File: src/rtl/ps2_device.sv
`timescale 1ns/1ps
// ps2_device -- PS/2 device-side port (keyboard/mouse endpoint emulation).
//
// Generates the PS/2 bus clock, transmits bytes to a PS/2 host and receives
// host command bytes, acknowledging each. Lines are open-drain: a *DR0 output
// of 1 pulls the line low, 0 releases it.
//
// Optional feature macro: PS2DEV_RESEND_EN
//   defined   : a frame aborted by host inhibit stays pending and is resent
//               once the bus has been idle again.
//   undefined : an aborted byte is discarded (tx_ready_o returns to 1).
//
// Ports:
//   clk6x        48 MHz system clock
//   resetn       asynchronous active-low reset
//   ck1us        1 us strobe, one clk6x cycle wide
//   PS2_CLK      bus CLK line state (asynchronous)
//   PS2_DATA     bus DATA line state (asynchronous)
//   PS2_CLKDR0   1 = pull CLK low
//   PS2_DATADR0  1 = pull DATA low
//   tx_data_i    byte to send to the host
//   tx_v_i       load tx_data_i when tx_ready_o=1
//   tx_ready_o   transmit holding register empty
//   tx_done_o    pulse: frame fully clocked out
//   tx_abort_o   pulse: host inhibited the frame
//   rx_data_o    last received host byte
//   rx_v_o       pulse: good byte received
//   rx_err_o     pulse: parity or stop error
module ps2_device #(
  parameter int HALF_PERIOD  = 40,
  parameter int DATA_AT      = 20,
  parameter int INH_CHECK_AT = 5,
  parameter int IDLE_MIN     = 50
) (
  input  logic       clk6x,
  input  logic       resetn,
  input  logic       ck1us,
  input  logic       PS2_CLK,
  input  logic       PS2_DATA,
  output logic       PS2_CLKDR0,
  output logic       PS2_DATADR0,
  input  logic [7:0] tx_data_i,
  input  logic       tx_v_i,
  output logic       tx_ready_o,
  output logic       tx_done_o,
  output logic       tx_abort_o,
  output logic [7:0] rx_data_o,
  output logic       rx_v_o,
  output logic       rx_err_o
);

  typedef enum logic [2:0] {
    S_IDLE, S_TX_HIGH, S_TX_LOW, S_ABORT, S_RX_HIGH0, S_RX_LOW, S_RX_HIGH
  } state_t;

  // Phase events fire on the strobe that brings the phase timer to N us.
  localparam logic [7:0] PH_INH   = 8'(INH_CHECK_AT - 1);
  localparam logic [7:0] PH_DATA  = 8'(DATA_AT - 1);
  localparam logic [7:0] PH_HALF  = 8'(HALF_PERIOD - 1);
  localparam logic [7:0] IDLE_THR = 8'(IDLE_MIN);

  logic [1:0]  clk_sync, data_sync;
  logic        clk_s, data_s;
  state_t      state, state_nx;
  logic [7:0]  phase_cnt, idle_cnt;
  logic [3:0]  bit_cnt, bit_cnt_nx;     // n during TX, k during RX
  logic [7:0]  tx_buf;
  logic        tx_pend, tx_pend_clr;
  logic [10:0] tx_frame;
  logic [7:0]  rx_sh, rx_sh_nx, rx_data_nx;
  logic        rx_par, rx_par_nx, rx_stop, rx_stop_nx;
  logic        clkdr_nx, datadr_nx;
  logic        tx_done_nx, tx_abort_nx, rx_v_nx, rx_err_nx;
  logic        ev_inh, ev_data, ev_half;

  // NOTE: the bus lines are asynchronous; only the second flop of each
  // synchronizer may feed logic.
  assign clk_s  = clk_sync[1];
  assign data_s = data_sync[1];

  assign ev_inh  = ck1us && (phase_cnt == PH_INH);
  assign ev_data = ck1us && (phase_cnt == PH_DATA);
  assign ev_half = ck1us && (phase_cnt == PH_HALF);

  // Start, d0..d7, odd parity, stop -- indexed by the bit counter.
  assign tx_frame   = {1'b1, ~^tx_buf, tx_buf, 1'b0};
  assign tx_ready_o = ~tx_pend;

  // NOTE: every signal assigned here gets a default first, so no branch can
  // leave one unassigned and infer a latch.
  always_comb begin
    state_nx    = state;
    bit_cnt_nx  = bit_cnt;
    clkdr_nx    = PS2_CLKDR0;
    datadr_nx   = PS2_DATADR0;
    rx_sh_nx    = rx_sh;
    rx_par_nx   = rx_par;
    rx_stop_nx  = rx_stop;
    rx_data_nx  = rx_data_o;
    tx_done_nx  = 1'b0;
    tx_abort_nx = 1'b0;
    rx_v_nx     = 1'b0;
    rx_err_nx   = 1'b0;
    tx_pend_clr = 1'b0;

    unique case (state)
      S_IDLE: begin
        clkdr_nx  = 1'b0;
        datadr_nx = 1'b0;
        // Host request-to-send wins over a pending transmit.
        if (clk_s && !data_s) begin
          state_nx = S_RX_HIGH0;
        end else if (tx_pend && (idle_cnt >= IDLE_THR)) begin
          state_nx   = S_TX_HIGH;
          bit_cnt_nx = 4'd0;
        end
      end

      S_TX_HIGH: begin
        if (ev_inh && !clk_s) begin
          datadr_nx = 1'b0;
          state_nx  = S_ABORT;
        end else if (ev_data) begin
          datadr_nx = ~tx_frame[bit_cnt];
        end else if (ev_half) begin
          clkdr_nx = 1'b1;
          state_nx = S_TX_LOW;
        end
      end

      S_TX_LOW: begin
        if (ev_half) begin
          clkdr_nx = 1'b0;
          if (bit_cnt == 4'd10) begin
            datadr_nx   = 1'b0;
            tx_done_nx  = 1'b1;
            tx_pend_clr = 1'b1;
            state_nx    = S_IDLE;
          end else begin
            bit_cnt_nx = bit_cnt + 4'd1;
            state_nx   = S_TX_HIGH;
          end
        end
      end

      S_ABORT: begin
        clkdr_nx    = 1'b0;
        datadr_nx   = 1'b0;
        tx_abort_nx = 1'b1;
`ifdef PS2DEV_RESEND_EN
        tx_pend_clr = 1'b0;           // byte stays pending for a resend
`else
        tx_pend_clr = 1'b1;
`endif
        state_nx    = S_IDLE;
      end

      S_RX_HIGH0: begin
        if (ev_half) begin
          clkdr_nx   = 1'b1;
          bit_cnt_nx = 4'd1;
          state_nx   = S_RX_LOW;
        end
      end

      S_RX_LOW: begin
        if (ev_half) begin
          clkdr_nx = 1'b0;
          if (bit_cnt == 4'd11) begin
            // Clock 11 ends: drop the ACK together with CLK.
            datadr_nx  = 1'b0;
            rx_data_nx = rx_sh;
            if ((^{rx_sh, rx_par}) && rx_stop) rx_v_nx = 1'b1;
            else                               rx_err_nx = 1'b1;
            state_nx   = S_IDLE;
          end else begin
            state_nx = S_RX_HIGH;
          end
        end
      end

      S_RX_HIGH: begin
        if (ev_inh) begin
          if (!clk_s) begin
            // Host cancel: silent return to idle.
            clkdr_nx  = 1'b0;
            datadr_nx = 1'b0;
            state_nx  = S_IDLE;
          end else if (bit_cnt <= 4'd8) begin
            rx_sh_nx = {data_s, rx_sh[7:1]};
          end else if (bit_cnt == 4'd9) begin
            rx_par_nx = data_s;
          end else begin
            rx_stop_nx = data_s;
          end
        end else if (ev_data) begin
          if (bit_cnt == 4'd10 && rx_stop) datadr_nx = 1'b1;   // ACK
        end else if (ev_half) begin
          clkdr_nx   = 1'b1;
          bit_cnt_nx = bit_cnt + 4'd1;
          state_nx   = S_RX_LOW;
        end
      end

      default: state_nx = S_IDLE;
    endcase
  end

  // NOTE: sequential state uses non-blocking assignments only, so every
  // register samples pre-edge values regardless of statement order.
  // NOTE: the small data registers (tx_buf, rx_sh) are reset too; there is
  // no RAM here, so a known value costs nothing and simplifies debug.
  always_ff @(posedge clk6x or negedge resetn) begin
    if (!resetn) begin
      clk_sync    <= 2'b11;
      data_sync   <= 2'b11;
      state       <= S_IDLE;
      phase_cnt   <= '0;
      idle_cnt    <= '0;
      bit_cnt     <= '0;
      tx_buf      <= '0;
      tx_pend     <= 1'b0;
      rx_sh       <= '0;
      rx_par      <= 1'b0;
      rx_stop     <= 1'b0;
      rx_data_o   <= '0;
      PS2_CLKDR0  <= 1'b0;
      PS2_DATADR0 <= 1'b0;
      tx_done_o   <= 1'b0;
      tx_abort_o  <= 1'b0;
      rx_v_o      <= 1'b0;
      rx_err_o    <= 1'b0;
    end else begin
      clk_sync    <= {clk_sync[0], PS2_CLK};
      data_sync   <= {data_sync[0], PS2_DATA};
      state       <= state_nx;
      bit_cnt     <= bit_cnt_nx;
      rx_sh       <= rx_sh_nx;
      rx_par      <= rx_par_nx;
      rx_stop     <= rx_stop_nx;
      rx_data_o   <= rx_data_nx;
      PS2_CLKDR0  <= clkdr_nx;
      PS2_DATADR0 <= datadr_nx;
      tx_done_o   <= tx_done_nx;
      tx_abort_o  <= tx_abort_nx;
      rx_v_o      <= rx_v_nx;
      rx_err_o    <= rx_err_nx;

      // Phase timer restarts on every state entry.
      if (state_nx != state) phase_cnt <= '0;
      else                   phase_cnt <= phase_cnt + 8'(ck1us);

      if (state_nx == S_IDLE && state != S_IDLE)  idle_cnt <= '0;
      else if (!(clk_s && data_s))                idle_cnt <= '0;
      else if (ck1us && idle_cnt != 8'hFF)        idle_cnt <= idle_cnt + 8'd1;

      // Load and clear never coincide: clear only happens while pending.
      if (tx_v_i && !tx_pend) begin
        tx_buf  <= tx_data_i;
        tx_pend <= 1'b1;
      end else if (tx_pend_clr) begin
        tx_pend <= 1'b0;
      end
    end
  end

endmodule

File: config.mk
export PLATFORM = sky130hd
export DESIGN_NAME = ps2_device
export DESIGN_NICKNAME = d
export VERILOG_FILES = /design/src/rtl/ps2_device.sv
export SDC_FILE = /design/constraint.sdc
export NUM_CORES = 1
export LEC_CHECK = 0
export CAP_MARGIN = 5
export CORE_MARGIN = 4
export CORE_UTILIZATION = 42
export DETAILED_ROUTE_END_ITERATION = 10
export GPL_ROUTABILITY_DRIVEN = 0
export PLACE_DENSITY_LB_ADDON = 0.12
export SYNTH_ARGS = -nofsm -noshare
export SYNTH_HDL_FRONTEND = slang
export SYNTH_SLANG_ARGS = --single-unit
File: constraint.sdc
create_clock -name clk6x -period 3.8 [get_ports clk6x]
set_clock_uncertainty 0.2 [all_clocks]
set_input_delay 0.76 -clock clk6x [delete_from_list [all_inputs] [get_ports clk6x]]
set_output_delay 0.76 -clock clk6x [all_outputs]
set_load 0.1 [all_outputs]
== Word level (Yosys, flattened, before mapping) ==
Index checks and enable logic that the tools add are counted.
Widths: inputs -> output; s select.

* Bits in registers: 60
* Output and inout port bits: 15
* Input bits: 14

* Magnitude comparators: 3
* Bitwise logic cells: 4
* Muxes and demuxes: 61
* Eq/ne operators: 32
* Reductions and logical operators: 33
* $add $sub $neg: 3

{| class="wikitable"
|+ Operators with widths
! kind !! count
|-
| $mux 3 || 12
|-
| $mux 4 || 8
|-
| $mux 8 || 4
|-
| $mux 1 || 31
|-
| $ne 2x2->1 const B || 12
|-
| $pmux 3 s6 || 1
|-
| $reduce_and 9->1 || 2
|-
| $pmux 4 s4 || 1
|-
| $eq 4x4->1 const B || 3
|-
| $logic_and 1x1->1 || 12
|-
| $ne 3x3->1 const B || 4
|-
| $pmux 1 s5 || 2
|-
| $reduce_and 5->1 || 2
|-
| $reduce_bool 5->1 || 2
|-
| $eq 3x3->1 const B || 3
|-
| $reduce_xor 9->1 || 1
|-
| $add 8x1->8 || 1
|-
| $add 8x1->8 const B || 1
|-
| $eq 8x3->1 const B || 1
|-
| $eq 8x5->1 const B || 1
|-
| $eq 8x6->1 const B || 1
|-
| $ge 8x6->1 const B || 1
|-
| $ne 8x8->1 const B || 1
|-
| $reduce_and 4->1 || 2
|-
| other kinds (19) || 27
|}

== Logic depth before layout (Yosys ltp) ==
* Depth in word-level cells: 9
* Depth in mapped cells: 8

== Least setup slack after synthesis ==
Ideal clock, no wire load.

* Kind: input to register
* Start point: input ck1us
* End point: register idle_cnt[7]
* Required time: 3457 ps
* Arrival: 2243 ps
* Path slack: 1214 ps
* Buffers on the path: 2
* Stages: 7
* Cell sequence: clkbuf_2 > nand4bb_1 > buf_2 > o31ai_1 > o211ai_1 > a2111oi_4 > nor3b_1

* Word-level cells in the longest chain between the ends: 8
* Elaborated cells between the ends (all ways): 18

{| class="wikitable"
|+ Ends and longest elaborated chain
! item !! line !! source
|-
| start: declaration || 37 || <nowiki>input logic ck1us,</nowiki>
|-
| $logic_and 1x1->1 || 83 || <nowiki>assign ev_half = ck1us && (phase_cnt == PH_HALF);</nowiki>
|-
| $mux 3, on equally long branches || 159, 198, 125 ||
|-
| $mux 3, on equally long branches || 196, 123 ||
|-
| $mux 3, on equally long branches || 183, 120 ||
|-
| $pmux 3 s6 || 106 || <nowiki>unique case (state)</nowiki>
|-
| $logic_not 3->1 || 253 || <nowiki>if (state_nx == S_IDLE && state != S_IDLE) idle_cnt <= '0;</nowiki>
|-
| $logic_and 1x1->1 || 253 ||
|-
| $ne 3x2->1 (no source line) / $mux 8 (equally long branches) || n/a ||
|-
| end signal: assignment || 255 || <nowiki>else if (ck1us && idle_cnt != 8'hFF) idle_cnt <= idle_cnt + 8'd1;</nowiki>
|-
| end: declaration || 65 || <nowiki>logic [7:0] phase_cnt, idle_cnt;</nowiki>
|}

Parallel ways exist; a longest one is shown, timed or not.
A chain may end at the register's enable or synchronous reset.

== Worst setup path after layout ==
* Start point: input ck1us
* End point: register idle_cnt[1]

Same word-level chain as after synthesis.

==> reports/metrics.cfg <==
[outcome]
status = finished clean

[grt]
antenna_found_initial = 0
grt_pass1_vias = 2380
grt_first_pass_wirelength_microns = 11800
grt_max_degree = 47
grtUsageTotal = 0.153
grt_overflow = 0

[synth]
synth_area_leaders = dfrtp_1 (42%), mux2_2 (9.1%), xnor2_1 (6.3%), dfstp_2 (3.1%), ha_1 (2.6%)
synthMostInstantiatedCell = dfrtp_1
synth_nets = 334
yosysTopAreaCell = dfrtp_1
netlist.area_leader.share = 0.418
synth_seq_cells = 60
syn-cell-area_sq_um = 3350
synth_cell_type_count = 57
synth_area_per_cell_sq_um = 10.7
synth_edf_count = 0
synth_ff_type = dfrtp_1
synthCells = 313
synth_seq_area_share = 0.449
ys.warnings.count = 0
synthArstFlopShare = 1.00
synthTopCellsByCount = dfrtp_1 (56), mux2_2 (27), xnor2_1 (24), nand2_1 (22), nor2_1 (16)

[sta]
final_hold_viol_count = 0
slew_headroom = 0.311
fin_setup_tns_ns = 0
setup_viol = 0
finalCritPeriodShare = 0.746
fmax_ghz = 0.353
report.final.slew_viol_count = 0
rsz0062_at_grt = no
tightest_slew_ns = 1.03
min_period_ns = 2.83

[drt]
finalWirelength_microns = 7050
drtPass1Iterations = 4
first_iter_violations = 124
drt-wirelength-per-cell_microns = 15.6
drtAntennaViolNets = 0
route.detailed.drc = 0
vias = 2504
via_per_inst = 5.53

[floorplan]
num_rows = 32
core_region_area_sq_um = 7730
start_util = 0.434
die_w_microns = 97.4
dieArea_sq_um = 9480
die_h_microns = 97.4
ios = 29

[cts]
clk_pin_slew_ns = 0.07
clk_latency_ns = 0.35
post-cts-setup-buffers = 0
post_cts_resize_count = 0
cts_buffers = 9
ctsRootBufferMaster = clkbuf_8
cts_tree = done
cts_sinks = 60
hold_buffers = 0
htree_levels = 3
cts_buffer_depth = 2

[pwr]
vdd_drop_max_v = 0.000281
pwr-share-seq = 0.424
p_per_area_nw_per_um2 = 494
p_int_uw = 1280
power.switching_uw = 686
p_clk_frac = 0.342
sw_frac_of_total = 0.349
pwr-share-comb = 0.233
p_leak_uw = 0.00172

[placement]
port_buffers = 28
placed_cell_area_sq_um = 3750
dp_hpwl_microns = 4950

[final_layout]
nets = 367
final_area_sq_um = 3990
final_layout_size_suffix_gt1_frac = 0.191
area_growth_pct = 18.8
diodes = 0

[job]
max-cap-violations = 0

[critical_path]
end_kind = flip-flop
crit_path_max_incr_delay_ns = 0.58
worst-setup-path-type = in -> reg
crit_slowest_cell = a2111oi_4
cp_max_fo = 8
startpoint = ck1us
reg2reg_from = phase_cnt[5]
arrival_ns = 2.84
path_cells = clkdlybuf4s50_1, nand4bb_1, o31ai_1, o211ai_1, a2111oi_4, nor2_1
start_kind = primary input
required_ns = 3.81

[min_path]
hold_class = reg -> reg
hold_start = clk_sync[0]

## worst max-delay path: cells and delay by family
kind	cells	cell delay [ns]
buffers and inverters	1	0.48
AND/OR/NAND/NOR	2	0.27
AO/OA/AOI/OAI	3	1.34
## worst paths after layout
kind | slack, ns | endpoint | depth (start not counted)
max | 0.97 | idle_cnt[1] | 6
min | 0.16 | clk_sync[1] | 0
max reg2reg | 1.01 | idle_cnt[1] | 5
min reg2reg | 0.16 | clk_sync[1] | 0
max in group asynchronous | 2.20 | clk_sync[1] | 2
min in group asynchronous | 0.39 | idle_cnt[2] | 1
## through the flow
stage / cells / setup WS [ns] / hold WS (ns) / utilization / total power, uW
3_5_place_dp: 437 / 0.607 / 0.147 / 0.486 / 1300
4_1_cts: 453 / 0.960 / 0.157 / 0.516 / 1980
3_3_place_gp: 437 / 0.599 / 0.146 / 0.486 / 1300
6_report: 453 / 0.965 / 0.156 / 0.516 / 1970
5_1_grt: 453 / 0.805 / 0.163 / 0.516 / 2080
2_1_floorplan: 313 / 1.21 / 0.145 / - / 1190
## sequential cells by signal (all words and copies together), names as in the netlist, 2 cells and up
signal / count
tx_buf: 8
data_sync: 2
rx_sh: 8
phase_cnt: 8
state: 3
bit_cnt: 4
clk_sync: 2
idle_cnt: 8
rx_data_o: 8
## layer usage
layer  vias up  global-route usage  share of wire
met4         0              0.0447          0.020
met3        15              0.0524          0.054
li1       1220                   -              -
met1      1215               0.207           0.48
met2        54               0.234           0.44
met5         -                   0              0
## cell type report
class / instances / area, sq um
clock inverter: 6 / 95.1
inverter: 9 / 33.8
tap: 102 / 128
timing repair buffer: 36 / 333
fill: 708 / 3740
clock buffer: 10 / 138
multi-input combinational: 230 / 1750
sequential: 60 / 1510
## cells in the final DEF (no fill, tap or decap), types with 4 or more instances in the layout
master           count
o211ai_1             6
mux2_2              27
nand3_1             12
dfstp_2              4
nand4_1              5
nor3_1              12
nand2_1             22
clkdlybuf4s50_1     26
nor2b_1              6
and2_1               4
o31ai_1              5
and3_1               6
a31oi_1              5
a21oi_1              8
inv_1                8
dfrtp_1             56
o21ai_0              8
buf_4                9
clkbuf_8            10
ha_1                 7
nor2_1              16
xnor2_1             24
## cell families after synthesis
| logic type | count (synthesis) | synth area share |
|---|---|---|
| and+or+nand+nor | 108 | 0.185 |
| DFF | 60 | 0.449 |
| xor gates and xnor gates | 28 | 0.0772 |
| adders and majority gates | 7 | 0.0261 |
| buffers and inverters | 23 | 0.0283 |
| muxes | 29 | 0.0966 |
| AOI/OAI and AO/OA | 58 | 0.138 |
## power by group through the flow
stage | Combinational [uW] | Sequential (uW) | Clock (uW)
after floorplan | 382 | 803 | 0
after global placement | 457 | 845 | 0
after detailed placement | 457 | 845 | 0
after CTS | 459 | 834 | 690
after global routing | 510 | 849 | 722
final | 459 | 835 | 674
No activity file was read; power rests on OpenSTA's default activity.
